**src/rtl/mgt_01_mul_arbiter_pkg.sv**
```systemverilog
// Shared types and defaults for the multiplier arbiter: FSM states,
// requester IDs, operand width and watchdog limit.
package mgt_01_mul_arbiter_pkg;

    localparam int MUL_XLEN        = 32;
    localparam int MUL_WDOG_CYCLES = 24;

    typedef enum logic [1:0] {
        ST_IDLE    = 2'd0,
        ST_ISSUE   = 2'd1,
        ST_WAIT    = 2'd2,
        ST_RESPOND = 2'd3
    } mul_state_e;

    typedef enum logic {
        REQ_INT = 1'b0,
        REQ_FP  = 1'b1
    } req_id_e;

endpackage

```
**src/rtl/mgt_01_rr_arbiter2.sv**
```systemverilog
// Two-way round-robin arbiter: combinational grant, registered record of
// the last accepted requester.
module mgt_01_rr_arbiter2
    import mgt_01_mul_arbiter_pkg::*;
(
    input  logic    clk_i,
    input  logic    rst_i,
    input  logic    int_valid_i,
    input  logic    fp_valid_i,
    input  logic    accept_i,
    output req_id_e grant_o
);

    req_id_e last_grant_q;
    req_id_e last_grant_d;

    // A lone requester always wins; on a tie (or when idle) the one not
    // granted last is preferred.
    always_comb begin
        grant_o = (last_grant_q == REQ_INT) ? REQ_FP : REQ_INT;
        if (int_valid_i != fp_valid_i) begin
            grant_o = fp_valid_i ? REQ_FP : REQ_INT;
        end
        last_grant_d = accept_i ? grant_o : last_grant_q;
    end

    always_ff @(posedge clk_i or posedge rst_i) begin
        if (rst_i) begin
            last_grant_q <= REQ_FP;
        end else begin
            last_grant_q <= last_grant_d;
        end
    end

endmodule

```
**src/rtl/mgt_01_mul_arbiter.sv**
```systemverilog
// Shares one Booth multiplier between the integer unit and the FPU, one
// operation at a time. Define MGT_01_MUL_WDOG_EN to enable the WAIT watchdog.
module mgt_01_mul_arbiter
    import mgt_01_mul_arbiter_pkg::*;
#(
    parameter int XLEN        = MUL_XLEN,
    parameter int WDOG_CYCLES = MUL_WDOG_CYCLES
) (
    input  logic              clk_i,
    input  logic              rst_i,
    input  logic              int_req_valid_i,
    output logic              int_req_ready_o,
    input  logic [XLEN-1:0]   int_multiplier_i,
    input  logic [XLEN-1:0]   int_multiplicand_i,
    input  logic              fp_req_valid_i,
    output logic              fp_req_ready_o,
    input  logic [XLEN-1:0]   fp_multiplier_i,
    input  logic [XLEN-1:0]   fp_multiplicand_i,
    output logic              int_resp_valid_o,
    input  logic              int_resp_ready_i,
    output logic              fp_resp_valid_o,
    input  logic              fp_resp_ready_i,
    output logic [2*XLEN-1:0] resp_result_o,
    output logic              mul_start_o,
    output logic [XLEN-1:0]   mul_multiplier_o,
    output logic [XLEN-1:0]   mul_multiplicand_o,
    input  logic [2*XLEN-1:0] mul_result_i,
    input  logic              mul_valid_i,
    output logic              mul_error_o
);

    mul_state_e        state_q, state_d;
    req_id_e           owner_q, owner_d;
    logic [XLEN-1:0]   mplier_q, mplier_d;
    logic [XLEN-1:0]   mcand_q, mcand_d;
    logic [2*XLEN-1:0] result_q, result_d;
    req_id_e           grant;
    logic              accept;
    logic              owner_resp_ready;
    logic              wdog_expire;

    mgt_01_rr_arbiter2 u_rr (
        .clk_i       (clk_i),
        .rst_i       (rst_i),
        .int_valid_i (int_req_valid_i),
        .fp_valid_i  (fp_req_valid_i),
        .accept_i    (accept),
        .grant_o     (grant)
    );

    // Ready is gated by reset because the state register sits in IDLE then.
    assign int_req_ready_o  = (state_q == ST_IDLE) && (grant == REQ_INT) && !rst_i;
    assign fp_req_ready_o   = (state_q == ST_IDLE) && (grant == REQ_FP) && !rst_i;
    assign accept           = (state_q == ST_IDLE) &&
                              ((grant == REQ_FP) ? fp_req_valid_i : int_req_valid_i);
    assign owner_resp_ready = (owner_q == REQ_FP) ? fp_resp_ready_i : int_resp_ready_i;

    assign mul_start_o        = (state_q == ST_ISSUE);
    assign mul_multiplier_o   = mplier_q;
    assign mul_multiplicand_o = mcand_q;
    assign int_resp_valid_o   = (state_q == ST_RESPOND) && (owner_q == REQ_INT);
    assign fp_resp_valid_o    = (state_q == ST_RESPOND) && (owner_q == REQ_FP);
    assign resp_result_o      = (state_q == ST_RESPOND) ? result_q : '0;

    always_comb begin
        state_d  = state_q;
        owner_d  = owner_q;
        mplier_d = mplier_q;
        mcand_d  = mcand_q;
        result_d = result_q;
        case (state_q)
            ST_IDLE: begin
                if (accept) begin
                    owner_d  = grant;
                    mplier_d = (grant == REQ_FP) ? fp_multiplier_i : int_multiplier_i;
                    mcand_d  = (grant == REQ_FP) ? fp_multiplicand_i : int_multiplicand_i;
                    state_d  = ST_ISSUE;
                end
            end
            ST_ISSUE: state_d = ST_WAIT;
            ST_WAIT: begin
                // A real completion beats a watchdog expiry in the same cycle.
                if (mul_valid_i) begin
                    result_d = mul_result_i;
                    state_d  = ST_RESPOND;
                end else if (wdog_expire) begin
                    result_d = '0;
                    state_d  = ST_RESPOND;
                end
            end
            ST_RESPOND: begin
                if (owner_resp_ready) begin
                    state_d = ST_IDLE;
                end
            end
            default: state_d = ST_IDLE;
        endcase
    end

    always_ff @(posedge clk_i or posedge rst_i) begin
        if (rst_i) begin
            state_q  <= ST_IDLE;
            owner_q  <= REQ_INT;
            mplier_q <= '0;
            mcand_q  <= '0;
            result_q <= '0;
        end else begin
            state_q  <= state_d;
            owner_q  <= owner_d;
            mplier_q <= mplier_d;
            mcand_q  <= mcand_d;
            result_q <= result_d;
        end
    end

`ifdef MGT_01_MUL_WDOG_EN
    localparam int                WDOG_W    = $clog2(WDOG_CYCLES + 1);
    localparam logic [WDOG_W-1:0] WDOG_LAST = WDOG_W'(WDOG_CYCLES - 1);

    logic [WDOG_W-1:0] wdog_q, wdog_d;
    logic              err_q, err_d;

    // wdog_q counts WAIT cycles already spent; expiry fires on the last one.
    assign wdog_expire = (state_q == ST_WAIT) && (wdog_q == WDOG_LAST);
    assign mul_error_o = (state_q == ST_RESPOND) && err_q;

    always_comb begin
        wdog_d = '0;
        err_d  = err_q;
        if ((state_q == ST_WAIT) && (state_d == ST_WAIT)) begin
            wdog_d = wdog_q + 1'b1;
        end
        if (wdog_expire && !mul_valid_i) begin
            err_d = 1'b1;
        end else if (state_q == ST_IDLE) begin
            err_d = 1'b0;
        end
    end

    always_ff @(posedge clk_i or posedge rst_i) begin
        if (rst_i) begin
            wdog_q <= '0;
            err_q  <= 1'b0;
        end else begin
            wdog_q <= wdog_d;
            err_q  <= err_d;
        end
    end
`else
    logic unused_wdog;
    assign unused_wdog = ^WDOG_CYCLES;
    assign wdog_expire = 1'b0;
    assign mul_error_o = 1'b0;
`endif

endmodule

```
**config.mk**
```make
export PLATFORM = sky130hd
export DESIGN_NAME = mgt_01_mul_arbiter
export DESIGN_NICKNAME = d
export VERILOG_FILES = /design/src/rtl/mgt_01_mul_arbiter_pkg.sv /design/src/rtl/mgt_01_rr_arbiter2.sv /design/src/rtl/mgt_01_mul_arbiter.sv
export SDC_FILE = /design/constraint.sdc
export NUM_CORES = 1
export LEC_CHECK = 0
export CAP_MARGIN = 10
export CORE_MARGIN = 4
export CORE_UTILIZATION = 40
export CTS_CLUSTER_DIAMETER = 60
export CTS_CLUSTER_SIZE = 14
export DETAILED_ROUTE_END_ITERATION = 16
export GPL_ROUTABILITY_DRIVEN = 0
export GPL_TIMING_DRIVEN = 0
export PLACE_DENSITY = 0.81
export SLEW_MARGIN = 10
export SYNTH_ARGS = -nofsm -noshare
export SYNTH_HDL_FRONTEND = slang
export SYNTH_HIERARCHICAL = 1
export SYNTH_SLANG_ARGS = --single-unit
```
**constraint.sdc**
```tcl
create_clock -name clk_i -period 5.98 [get_ports clk_i]
set_clock_uncertainty 0.2 [all_clocks]
set_input_delay 0.897 -clock clk_i [delete_from_list [all_inputs] [get_ports clk_i]]
set_output_delay 0.897 -clock clk_i [all_outputs]
set_load 0.01 [all_outputs]
```
# Word level (Yosys, flattened, before mapping)

Index checks and enable logic that the tools add are counted.

$add $sub $neg: 0
$mul: 0
Divide/modulo/power cells: 0
$lt $le $gt $ge: 0
Equal/unequal tests: 7
Shift operators: 0
Muxes and demuxes: 12
Bitwise logic cells: 2
Reductions and logical operators: 12

Operators with widths:

| kind                                                                  | count |
|---|---|
| 32-bit 2-to-1 mux                                                     | 2 |
| 64-bit 2-to-1 mux                                                     | 1 |
| 2-bit one-hot mux with 4 select lines                                 | 1 |
| 1-bit logical AND                                                     | 7 |
| 2-bit 2-to-1 mux                                                      | 3 |
| 1-bit 2-to-1 mux                                                      | 5 |
| 2-bit equality test, second input constant                            | 2 |
| 2-bit != test, second input constant                                  | 2 |
| 2-bit AND reduction                                                   | 2 |
| 3-bit AND reduction                                                   | 1 |
| 2-bit by 1-bit equality test with 1-bit output, second input constant | 1 |
| 2-bit logical NOT                                                     | 1 |
| 2-bit by 1-bit != test with 1-bit output, second input constant       | 1 |
| 1-bit inverter                                                        | 2 |
| 1-bit logical NOT                                                     | 1 |
| 1-bit != test                                                         | 1 |

Bits in registers: 132
Latch bits: 0
Memory bits (writable): 0
Memory bits (read-only): 0
Output and inout bits: 134
Word-level logic and storage cells: 39
Memories: 0

# Logic depth before layout (Yosys ltp)

Gate-level depths: netlist of run 1.

Word-level depth: 6
Mapped depth: 10

# Hierarchy

Netlist of run 1, hierarchy kept.

Modules (own cells, without submodules):

| module             | instances | cells each | area each (sq um) |
|---|---|---|---|
| mgt_01_mul_arbiter | 1         | 443        | 6456.2 |
| mgt_01_rr_arbiter2 | 1         | 7          | 61.3 |

# Worst setup path after synthesis of run 1

Ideal clock, no wire load.

Path kind: in2out
Start: input port rst_i
End: output port fp_req_ready_o
Data arrival time: 4.081 ns
Data required time: 4.883 ns
Setup slack: 0.802 ns
Stages on the path: 2
Cells stage by stage: inv_1 and3_1

Longest elaborated chain between the ends: 2

RTL lines:

| item                        | line                     | source |
|---|---|---|
| start, declared             | mgt_01_mul_arbiter.sv:10 | `input logic rst_i,` |
| 1-bit logical NOT (no line) | --                       |  |
| 1-bit logical AND           | mgt_01_mul_arbiter.sv:53 | `assign fp_req_ready_o = (state_q == ST_IDLE) && (grant == REQ_FP) && !rst_i;` |
| end, declared               | mgt_01_mul_arbiter.sv:16 | `output logic fp_req_ready_o,` |

Every way passes these cells.

# Worst setup path after layout of run 1

Start: input port fp_req_valid_i
End: output port fp_req_ready_o

Longest elaborated chain between the ends: 4
Elaborated cells between the ends (all ways): 5
Classes of those cells: eq/ne (1); mux (2); reduce/logical (2)

RTL lines:

| item                                                     | line                                               | source |
|---|---|---|
| start, declared                                          | mgt_01_mul_arbiter.sv:15                           | `input logic fp_req_valid_i,` |
| 1-bit 2-to-1 mux / 1-bit != test (equally long branches) | mgt_01_rr_arbiter2.sv:22, mgt_01_rr_arbiter2.sv:21 |  |
| 1-bit 2-to-1 mux *                                       | mgt_01_rr_arbiter2.sv:21                           | `if (int_valid_i != fp_valid_i) begin` |
| net grant                                                | mgt_01_mul_arbiter.sv:37                           | `req_id_e grant;` |
| 1-bit logical AND * (2 in a row)                         | mgt_01_mul_arbiter.sv:53                           |  |

The timed path passes the listed nets; every way through them passes the cells marked *.

==> results of run 1 <==
-- cells by family after synthesis --
family | after synthesis | synth area share, %
compound gates | 7 | 0.7296
mux | 195 | 36.48
buf+inv | 35 | 4.031
simple gates | 76 | 7.238
fa+ha+maj | 4 | 0.7679
other cells | 1 | 0.05754
flops | 132 | 50.70
-- stage by stage --
step	setup slack [ns]	hold slack (ns)	area, sq um	util (%)	instances
6_report	1.612	0.2979	10770	67.55	1030
5_1_grt	1.415	0.3086	10770	67.55	1030
4_1_cts	1.581	0.2989	10770	67.55	1030
3_5_place_dp	1.587	0.2858	10130	63.56	998
3_3_place_gp	-1.193	0.2784	10100	63.36	997
2_1_floorplan	0.8018	0.2706	6518	-	450
-- metal layers --
layer	GRT usage, %	vias up	wire length, microns
met4	7.783	0	549
met1	22.78	2368	7138
met3	7.578	32	1736
met5	0	-	0
li1	-	2255	-
met2	38.47	207	10420
-- worst paths after layout --
path / start / end / slack [ns] / cells after the start
setup / recovery: fp_req_valid_i / fp_req_ready_o / 1.61 / 8
hold / removal: result_q[11]$_DFFE_PP0P_ / result_q[11]$_DFFE_PP0P_ / 0.30 / 1
setup reg to reg: u_rr/last_grant_q$_DFFE_PP1P_ / mul_multiplicand_o[29]$_DFFE_PP0P_ / 3.72 / 5
hold reg to reg: result_q[11]$_DFFE_PP0P_ / result_q[11]$_DFFE_PP0P_ / 0.30 / 1
max in group asynchronous: rst_i / result_q[16]$_DFFE_PP0P_ / 4.01 / 3
min in group asynchronous: rst_i / u_rr/last_grant_q$_DFFE_PP1P_ / 0.76 / 2
-- report_power, final --
group          total (mW)  switching (mW)  internal, mW
registers            1.60           0.238          1.36
logic                2.58           0.968          1.62
clock network        1.11           0.388         0.720
total                5.29            1.59          3.70
-- area by class of cell --
cell class	count	area share (%)
Timing Repair Buffer	332	31.02
Sequential cell	132	30.68
Multi-Input combinational cell	283	27.40
Clock buffer	20	4.241
Tap cell	216	2.510
Buffer	29	2.231
Clock inverter	12	1.661
Inverter	6	0.2556
-- cell usage in the layout, fill, tap and decap left out, drive strengths merged, types with 4 or more instances in the layout --
master / n
bufinv: 4
clkinv: 5
clkdlybuf4s50: 331
inv: 6
dfrtp: 131
and2: 65
clkbuf: 30
ha: 4
buf: 20
mux2: 193
-- registers in the layout (all words and copies together), names as in the netlist --
name,flops
result_q,64
mul_multiplicand_o,32
mul_multiplier_o,32
state_q,2
owner_q,1
u_rr/last_grant_q,1
==> results.md, run 1 <==
- Syn Nets: 653
- Register area: 0.003304 sq mm
- Fmax: 0.2290 GHz
- TNS Setup: 0 ns
- Leading area contributor after synthesis: dfrtp_1
- Worst path slowest cell: clkdlybuf4s50_1
- Pleak: 4.613 nW
- Post-synth EDFFs: 0
- Top-area cell type share of the netlist area: 50.30%
- Row cnt: 46
- Final number of hold-violating endpoints: 0
- Share of cells above drive strength 1: 30.34%
- Root buffer cell: clkbuf_16
- Cells taking the most area after synthesis: dfrtp_1, mux2_2, mux2_4
- Power Dens Cells: 491.5 mW/mm^2
- First-pass GRT wire length: 30010 microns
- Peak VDD IR: 275.0 uV
- Worst path required time: 4.88 ns
- Drt wl/cell: 19.26 microns
- Critical path's top delay family: buffers and inverters
- Max-Cap Viols: 0
- Drt pass-1 iters: 4
- Post-Synthesis Mean Instance Area: 14.48 sq um
- Final period util: 73.04%
- #FFs+latches synth: 132
- Main synth FF type: dfrtp_1
- Final Max Slew Viols: 0
- Kind of start point of the critical path: input pin
- Drt first-iter violations: 120
- H-tree level count: 4
- CP max FO: 10
- WP buf/inv: 5
- Die H: 135.6 microns
- Core Area: 0.01594 sq mm
- Yosys warns: 6
- # IOs: 333
- Syn Inst Count: 450
- Vias in the first global route: 5485
- Worst setup path class: input pin to output port
- Tightest Pin Transition: 0.5983 ns
- RSZ-0062 raised after global routing: no
- Synth-to-layout area growth: 65.23%
- Overall routing resource usage: 21.26%
- Most frequent cell after synthesis: mux2_2
- Final nets: 1004
- Remaining antenna violation count: 0
- Element type at the critical path end: output port
- N_diodes: 0
- Cell area after synthesis: 0.006518 sq mm
- Crit path DAT: 3.27 ns
- Tot Pwr: 5.293 mW
- Worst path cell trace: clkdlybuf4s50_1 > nand2b_1 > a21boi_0 > buf_6 > buf_6 > buf_2 > and3_1 > clkdlybuf4s50_1
- Post-synthesis sequential area ratio: 50.70%
- Post-CTS Setup Repair Bufs: 0
- Crit-path max cell delay: 0.58 ns
- Buffer levels on the longest clock path: 2
- Initial antenna violation count: 0
- Status: completed
- Hold buffer count at cts: 0
- Worst rel slew slack: 60.12%
- Worst-path clk slew: 0.05 ns
- Gr ovfl total: 0
- Aggregate routed wire length: 19840 microns
- Final Critical Period: 4.368 ns
- Clock sink total: 132
- Pin count of the biggest net entering global routing: 73
- Via-to-Cell Ratio: 4.720
- Unique masters post-synth: 27
- Final setup fails: 0
- Post-DP HPWL: 15630 microns
- Worst min path class: flop to flop
- CTS tree: built
- IO buf count: 331
- Vias after detailed routing: 4862
- Insertion delay to the later sink of the worst-skew pair: 0.40 ns
- Remaining DRCs: 0
- Starting Density: 40.88%
- Die width: 135.6 microns
- Post-cts sizing count: 0
- Multi-input gate area: 0.002950 sq mm
- TritonCTS buffer count: 17
- Fill cell count: 1181
- Die area: 0.01840 sq mm
- Async SR Flop Fraction: 100.0%
- Post-synth top cells: mux2_2, dfrtp_1, and2_1
Note: power is estimated with default switching activity, not from simulation.
==> inputs of run 2 (changes only) <==
- clock period: 5.98 -> 4.4 ns (I/O delays scaled with it)
==> results.md, run 2 (synthesized netlist as in run 1, its figures left out) <==
- Starting Density: 40.88% (unchanged)
- Buffer levels on the longest clock path: 2 (unchanged)
- N_diodes: 0 (unchanged)
- RSZ-0062 raised after global routing: no
- Vias in the first global route: 5615 (+2.4%)
- Die H: 135.6 microns (unchanged)
- Aggregate routed wire length: 20060 microns (+1.1%)
- Via-to-Cell Ratio: 4.795 (+1.6%)
- Die area: 0.01840 sq mm (unchanged)
- Insertion delay to the later sink of the worst-skew pair: 0.41 ns (about the same)
- Post-CTS Setup Repair Bufs: 0 (unchanged)
- CP Launch Point: fp_req_valid_i
- Worst Reg-to-Reg Cells: 5 (unchanged)
- Row cnt: 46 (unchanged)
- Hold Path Stages: 1 (unchanged)
- Remaining DRCs: 0 (unchanged)
- First-pass GRT wire length: 30480 microns (+1.6%)
- Final setup fails: 0 (unchanged)
- TritonCTS buffer count: 17 (unchanged)
- Post-cts sizing count: 0 (unchanged)
- Clock Power Share: 21.5% (+0.6 points)
- Worst min path class: flop to flop
- R2r setup slk: 2.15 ns (-1.57 ns)
- Synth-to-layout area growth: 66.48%
- CTS tree: built
- Vias after detailed routing: 4953 (+1.9%)
- Clock sink total: 132 (unchanged)
- Worst setup path class: input pin to output port
- Largest register by flop count: result_q
- Post-DP HPWL: 15850 microns (+1.4%)
- Seq pwr share: 30.0% (-0.2 points)
- Hold buffer count at cts: 0 (unchanged)
- Peak VDD IR: 343.2 uV (+25%)
- Hold Worst Slack: 0.2952 ns (-0.002725 ns)
- Final core utilization: 68.06% (+0.51 points)
- Pleak: 4.652 nW (+0.83%)
- Worst R2R End: mul_multiplier_o[5]$_DFFE_PP0P_
- Final nets: 1007 (+0.30%)
- Most frequent cells in the layout: clkdlybuf4s50_1, mux2_2, dfrtp_1, and2_1, mux2_4
- Final Max Slew Viols: 0 (unchanged)
- Worst rel slew slack: 59.53% (-0.59 points)
- # IOs: 333 (unchanged)
- Core Area: 0.01594 sq mm (unchanged)
- H-tree level count: 4 (unchanged)
- Worst r2r src: u_rr/last_grant_q$_DFFE_PP1P_
- Final number of hold-violating endpoints: 0 (unchanged)
- Gate power share: 48.5% (-0.3 points)
- Max-Cap Viols: 0 (unchanged)
- Worst-path clk slew: 0.05 ns (about the same)
- Drt first-iter violations: 157 (+31%)
- Fmax: 0.2613 GHz
- Max reg flops: 64 (unchanged)
- Tightest Pin Transition: 0.6071 ns (+0.008804 ns)
- Final period util: 86.97%
- Switching part of the total: 29.97% (-0.16 points)
- IO buf count: 331 (unchanged)
- Status: completed
- Final cell count without fillers: 1033 (+0.29%)
- TNS Setup: 0 ns (unchanged)
- Die width: 135.6 microns (unchanged)
- Final Critical Period: 3.827 ns
- Share of cells above drive strength 1: 30.60% (+0.26 points)
- Tot Pwr: 7.269 mW (+37%)
- Most common cell after layout, fill and taps aside: clkdlybuf4s50_1
- Worst path required time: 3.54 ns (-1.34 ns)
- Overall routing resource usage: 21.50% (+0.24 points)
- Root buffer cell: clkbuf_16
- Kind of start point of the critical path: input pin
- Initial antenna violation count: 0 (unchanged)
- P_int: 5.091 mW (+38%)
- Gr ovfl total: 0 (unchanged)
- Crit path DAT: 2.97 ns (-0.30 ns)
- Element type at the critical path end: output port
- Start point of the worst min-delay path: result_q[54]$_DFFE_PP0P_
- Power Dens Cells: 669.9 mW/mm^2 (+36%)
- Drt wl/cell: 19.41 microns (+0.80%)
- Hold Path Sink: result_q[54]$_DFFE_PP0P_
- Fill cell count: 1147 (-2.9%)
- CP max FO: 10 (unchanged)
- Sw Pwr: 2.178 mW (+37%)
- Pin count of the biggest net entering global routing: 41 (-44%)
- Drt pass-1 iters: 4 (unchanged)
- Inst Count DP: 1001 (+0.30%)
- Remaining antenna violation count: 0 (unchanged)
run 2: changes by cell type in the layout (fill, tap and decap cells not counted):
cell | before | now
buf_12 | 5 | 8
clkinv_4 | 3 | 2
bufinv_16 | 4 | 5
run 2: per-stage QoR:
step           worst slack, ns  cell area [sq um]
3_3_place_gp            -1.485              10100
6_report                0.5731              10850
3_5_place_dp            0.5603              10190
2_1_floorplan           0.3544               6521
5_1_grt                 0.4968              10850
4_1_cts                 0.5719              10850
run 2: layout make-up:
class / instances / area, sq um / share of cell area (%)
buffer: 29 / 240.2 / 2.214
timing repair buffer: 335 / 3401 / 31.34
multi-input combinational: 283 / 2950 / 27.19
tap: 216 / 270.3 / 2.491
sequential: 132 / 3304 / 30.45
inverter: 6 / 26.28 / 0.2422
clock buffer: 20 / 456.7 / 4.209
clock inverter: 12 / 201.4 / 1.857
run 2: layer usage:
metal	vias to the layer above	share of wire (%)	global-route usage [%]
met4	0	3.6	9.686
met5	-	0	0
met3	47	9.2	8.210
li1	2265	-	-
met2	225	51	37.86
met1	2416	36	22.79
run 2: how the worst max path moves through the flow:
stage                           to  slack (ns)
detailed placement  fp_req_ready_o        0.56
CTS                 fp_req_ready_o        0.57
finish              fp_req_ready_o        0.57
floorplan           fp_req_ready_o        0.35
global placement    fp_req_ready_o       -1.48
global route        fp_req_ready_o        0.50
run 2: critical path: stages:
cell and delay, ns:
clkdlybuf4s50_1 0.52, nand2b_1 0.14, a21boi_0 0.24, buf_6 0.16, buf_6 0.15, buf_2 0.33
and3_1 0.21, clkdlybuf4s50_1 0.55
run 2: power groups by stage:
| stage | combinational [mW] | sequential, mW | clock [mW] |
|---|---|---|---|
| finish | 3.53 | 2.18 | 1.56 |
| CTS | 3.58 | 2.18 | 1.59 |
| global route | 3.74 | 2.25 | 1.65 |
| global placement | 3.46 | 2.15 | 0 |
| detailed placement | 3.55 | 2.19 | 0 |
| floorplan | 1.78 | 2.25 | 0 |
